### src/rtl/conv_pkg.sv
// Shared types and constants for the streaming KxK convolution.
// The default kernel is a KxK box filter of unit weights.
package conv_pkg;
  localparam int DIM_DEF   = 28;
  localparam int K_DEF     = 5;
  localparam int SHIFT_DEF = 5;

  typedef logic [7:0]        pixel_t;
  typedef logic signed [7:0] weight_t;

  localparam int ACC_W = 8 + 8 + $clog2(K_DEF * K_DEF);

  // Packed so it can be overridden as a single top-level parameter.
  localparam weight_t [K_DEF-1:0][K_DEF-1:0] KERNEL = {(K_DEF*K_DEF){8'sd1}};
endpackage

### src/rtl/conv_line_buffer.sv
// DIM-deep pixel delay line; dout is the pixel written DIM enabled cycles earlier,
// i.e. the same column one row up when fed with a raster stream.
module conv_line_buffer
  import conv_pkg::*;
#(
  parameter int DIM = DIM_DEF
) (
  input  logic   clk,
  input  logic   en,
  input  pixel_t din,
  output pixel_t dout
);

  pixel_t mem [DIM];

  always_ff @(posedge clk) begin
    if (en) begin
      mem[0] <= din;
      for (int i = 1; i < DIM; i++) mem[i] <= mem[i-1];
    end
  end

  assign dout = mem[DIM-1];

endmodule

### src/rtl/conv.sv
// Streaming KxK "valid" convolution over a DIMxDIM raster frame, one pixel per clock.
// Define CONV_SATURATE_EN to clamp results to 0..255 instead of truncating to 8 bits.
module conv
  import conv_pkg::*;
#(
  parameter int DIM   = DIM_DEF,
  parameter int K     = K_DEF,
  parameter int SHIFT = SHIFT_DEF,
  parameter weight_t [K-1:0][K-1:0] WEIGHTS = KERNEL
) (
  input  logic   clk,
  input  logic   reset,
  input  pixel_t pxl_in,
  output pixel_t pxl_out,
  output logic   pxl_valid
);

  localparam int AW = 16 + $clog2(K * K);
  localparam int CW = $clog2(DIM);

  logic [CW-1:0] row, col;

  // tap[K-1] is the live pixel; tap[0] is the same column K-1 rows up.
  pixel_t tap [K];
  pixel_t hist [K][K-1];

  assign tap[K-1] = pxl_in;

  for (genvar g = 0; g < K-1; g++) begin : g_lb
    conv_line_buffer #(.DIM(DIM)) u_lb (
      .clk  (clk),
      .en   (1'b1),
      .din  (tap[K-1-g]),
      .dout (tap[K-2-g])
    );
  end

  function automatic logic signed [AW-1:0] mac_term(input pixel_t p, input weight_t w);
    logic signed [AW-1:0] pe, we;
    pe = AW'(p);
    we = AW'(w);
    return pe * we;
  endfunction

  function automatic pixel_t fit(input logic signed [AW-1:0] v);
`ifdef CONV_SATURATE_EN
    if (v[AW-1])          return 8'h00;
    else if (|v[AW-2:8])  return 8'hFF;
    else                  return v[7:0];
`else
    return v[7:0];
`endif
  endfunction

  // Window history: columns 0..K-2 of each row, oldest column at index 0.
  always_ff @(posedge clk) begin
    for (int i = 0; i < K; i++) begin
      hist[i][K-2] <= tap[i];
      for (int j = 0; j < K-2; j++) hist[i][j] <= hist[i][j+1];
    end
  end

  logic signed [AW-1:0] acc, res;
  logic                 win_ok;

  always_comb begin
    acc = '0;
    for (int i = 0; i < K; i++) begin
      for (int j = 0; j < K-1; j++) acc = acc + mac_term(hist[i][j], WEIGHTS[i][j]);
      acc = acc + mac_term(tap[i], WEIGHTS[i][K-1]);
    end
    res    = acc >>> SHIFT;
    win_ok = (row >= CW'(K-1)) && (col >= CW'(K-1));
  end

  // Output stage: counters, valid and result register
  always_ff @(posedge clk) begin
    if (!reset) begin
      row       <= '0;
      col       <= '0;
      pxl_out   <= '0;
      pxl_valid <= 1'b0;
    end else begin
      pxl_valid <= win_ok;
      if (win_ok) pxl_out <= fit(res);
      if (col == CW'(DIM-1)) begin
        col <= '0;
        row <= (row == CW'(DIM-1)) ? '0 : row + 1'b1;
      end else begin
        col <= col + 1'b1;
      end
    end
  end

endmodule

### config.mk
export PLATFORM = sky130hd
export DESIGN_NAME = conv
export DESIGN_NICKNAME = d
export VERILOG_FILES = /design/src/rtl/conv_pkg.sv /design/src/rtl/conv_line_buffer.sv /design/src/rtl/conv.sv
export SDC_FILE = /design/constraint.sdc
export NUM_CORES = 1
export LEC_CHECK = 0
export CAP_MARGIN = 40
export CORE_ASPECT_RATIO = 0.6
export CORE_MARGIN = 10
export CORE_UTILIZATION = 45
export DETAILED_ROUTE_END_ITERATION = 10
export DONT_BUFFER_PORTS = 1
export PLACE_DENSITY = 0.66
export SYNTH_ARGS = -nofsm -noshare
export SYNTH_HDL_FRONTEND = slang
export SYNTH_HIERARCHICAL = 1
export SYNTH_SLANG_ARGS = --single-unit
export TNS_END_PERCENT = 20
### constraint.sdc
create_clock -name clk -period 8.1 [get_ports clk]
set_input_delay 0.405 -clock clk [delete_from_list [all_inputs] [get_ports clk]]
set_output_delay 0.405 -clock clk [all_outputs]
set_load 0.005 [all_outputs]
==> results.sh <==
export IMPL_wl_per_cell_um=11.8
export IMPL_synth_area_top_cells="edfxtp_1, dfxtp_1, fa_1"
export IMPL_drive_above_1_share_pct=5.49
export IMPL_holdPathEnd="hist[3][15]"
export IMPL_path_cells="inv_1, fa_1, inv_1, fa_1, fa_1, fa_1, fa_1, fa_1, inv_1, fa_1, inv_1, ha_1, and3b_1, a221oi_1, o211ai_1, o31a_1, o22ai_1"
export IMPL_fin_crit_sh_pct=70.6
export IMPL_cts_sinks=1075
export IMPL_grt_pass1_vias=15300
export IMPL_vdd_ir_drop_max_mv=1.12
export IMPL_ys_seq_area_share_pct=84.3
export IMPL_fmax_ghz=0.175
export IMPL_grt_pass1_wl_um=75200
export IMPL_cp_required_ns=8.67
export IMPL_synth_xor_area_share_pct=0.121
export IMPL_post_cts_resized=0
export IMPL_min_path_cells=0
export IMPL_hold_viol=0
export IMPL_arrival_ns=6.29
export IMPL_slowest_delay_ns=0.56
export IMPL_place_congestion=0.760
export IMPL_pwr_share_seq_pct=38.1
export IMPL_netlist_area_mm2=0.0362
export IMPL_p_per_area_mw_per_mm2=386
export IMPL_cp_end_kind="register"
export IMPL_grt_max_degree=17
export IMPL_vias=14100
export IMPL_r2r_slack_ns=2.38
export IMPL_crit_family="adder cells"
export IMPL_die_width_um=386
export IMPL_path_clk_slew_ns=0.06
export IMPL_synthAdderAreaFrac_pct=10.9
export IMPL_layout_core_utilization_pct=55.0
export IMPL_synth_edff_count=896
export IMPL_async_flop_share_pct=0
export IMPL_worst_hold_slack_ns=0.347
export IMPL_port_buffer_count=0
export IMPL_multi_input_area_mm2=0.00784
export IMPL_hold_path_class="reg2reg"
export IMPL_layout_common_cells="edfxtp_1, conb_1, inv_1"
export IMPL_cts_path_max_buffers=3
export IMPL_path_buf_inv=4
export IMPL_cts_buffers=92
export IMPL_timing_rr_start="g_lb[2].u_lb/mem[13][13]"
export IMPL_die_area_mm2=0.0925
export IMPL_nFillCells=6305
export IMPL_start_util_pct=45.4
export IMPL_synth_compound_area_share_pct=0.633
export IMPL_critPathSlowestCell="fa_1"
export IMPL_internal_power_mw=11.4
export IMPL_synth_distinct_cells=46
export IMPL_ys_flop_type="edfxtp_1"
export IMPL_reg2reg_depth=17
export IMPL_rsz0062_at_grt="no"
export IMPL_synth_top_area_cell="edfxtp_1"
export IMPL_combPwrFrac_pct=35.7
export IMPL_htreeDepth=3
export IMPL_tritoncts="built"
export IMPL_synth_top_area_share_pct=74.4
export IMPL_cap_violations=0
export IMPL_relSlewSlack_pct=59.0
export IMPL_drt_pass1_iter_count=5
export IMPL_synthSimpleGateAreaFrac_pct=0.643
export IMPL_p_leak_nw=17.8
export IMPL_p_sw_mw=5.46
export IMPL_drv_slew=0
export IMPL_tns_ns=0
export IMPL_synthCells=1657
export IMPL_layout_nets=2837
export IMPL_die_h_um=240
export IMPL_drc_errors=0
export IMPL_path_max_fanout=4
export IMPL_grt_total_usage_pct=10.3
export IMPL_synthMuxAreaShare_pct=0.111
export IMPL_crit_path_frequent_cell="fa_1"
export IMPL_clock_latency_ns=0.66
export IMPL_antenna_found_initial=2
export IMPL_viasPerCell=3.75
export IMPL_drtIter0Drc=674
export IMPL_coreArea_mm2=0.0796
export IMPL_yosysWarnings=6
export IMPL_clock_root_buffer="clkbuf_16"
export IMPL_reg2reg_to="pxl_out[3]"
export IMPL_status="finished clean"
export IMPL_min_from="hist[3][7]"
export IMPL_synth_top_family_by_area="adder cells"
export IMPL_worst_pin_slew_ns=0.615
export IMPL_p_clk_share_pct=26.2
export IMPL_pin_count=19
export IMPL_syn_to_final_growth_pct=21.1
export IMPL_regArea_mm2=0.0305
export IMPL_fin_crit_ns=5.72
export IMPL_p_sw_share_pct=32.3
export IMPL_critical_path_class="reg2reg"
export IMPL_diodes=0
export IMPL_drtAntennaViolNets=0
export IMPL_totalWireLength_um=44500
export IMPL_fin_skew_ns=0.0256
export IMPL_critical_path_startpoint_type="register"
export IMPL_dp_hpwl_um=30000
export IMPL_ys_ff_latch=1075
export IMPL_grt_ovfl_total=0
export IMPL_fp_row_count=80
export IMPL_finalSetupViolCount=0
export IMPL_postSynthAreaPerCell_um2=21.8
-- Yosys cell counts, types with 2 or more instances --
cell      count
xnor2_1       4
dfxtp_1     179
nor3_1        3
nor2_1       12
ha_1         29
inv_1       253
edfxtp_1    896
a21oi_1       6
o21ai_0       3
o22ai_1       2
nand3_1      10
clkbuf_1      2
a32oi_1       2
buf_4        32
fa_1        178
a21o_1        3
a22oi_1       2
nand4b_1      2
nand2_1       9
mux2i_1       4
-- power groups by stage --
| stage | Sequential, mW | Clock, mW | Combinational, mW |
|---|---|---|---|
| final | 6.43 | 4.43 | 6.03 |
| after global routing | 6.46 | 4.82 | 7.04 |
| after CTS | 6.44 | 4.60 | 6.00 |
| after detailed placement | 6.55 | 0 | 5.97 |
| after global placement | 6.54 | 0 | 5.73 |
| after floorplan | 6.49 | 0 | 4.82 |
-- per-stage QoR --
step                      std cells  total power [mW]  setup WS [ns]  cell area, µm²
after CTS                      3761              17.0           2.41           43800
after global placement         3583              12.3           2.54           40600
after detailed placement       3583              12.5           2.44           40600
after floorplan                2552              11.3           2.73           39500
after global routing           3761              18.3           2.17           43800
final                          3761              16.9           2.38           43800
-- how the worst max path moves through the flow --
| stage | start | endpoint | slack, ns | cells past startpoint |
|---|---|---|---|---|
| finish | g_lb[2].u_lb/mem[13][13] | pxl_out[3] | 2.38 | 17 |
| global route | hist[3][19] | pxl_out[3] | 2.17 | 19 |
| CTS | g_lb[2].u_lb/mem[13][13] | pxl_out[3] | 2.41 | 17 |
| detailed placement | pxl_in[4] | pxl_out[3] | 2.44 | 17 |
| global placement | hist[3][19] | pxl_out[2] | 2.54 | 19 |
| floorplan | hist[0][7] | pxl_out[6] | 2.73 | 18 |
-- cell families after synthesis --
logic type	count (synthesis)
other cells	1
mux	4
flops	1075
fa+ha+maj	207
compound gates	32
xor+xnor	5
simple gates	45
buf+inv	288
-- registers in the layout (all words and copies together) (netlist names) --
register / flops
g_lb.u_lb/mem: 896
hist: 160
pxl_out: 8
col: 5
row: 5
pxl_valid: 1
-- what timing repair did --
action,in CTS,in global routing
hold buffers,9,0
endpoints found under the hold margin,26,0
buffers inserted,0,0
-- area by class of cell --
class,instances,share of cell area [%]
clock buffers,119,5.85
clock inverters,50,1.22
inverters,253,2.17
multi-input cells,1189,17.9
flip-flops and latches,1075,69.6
well taps,1066,3.05
repair buffers,9,0.206
-- metal layers --
layer / wire (µm) / global-route usage, % / share of wire, % / vias to the layer above
met2: 20000 / 15.7 / 45 / 166
met5: 0 / 0 / 0 / -
met3: 1880 / 2.85 / 4.2 / 73
met1: 21700 / 14.4 / 49 / 7020
met4: 948 / 3.43 / 2.1 / 0
li1: - / - / - / 6846
No activity file was read; power rests on OpenSTA's default activity.
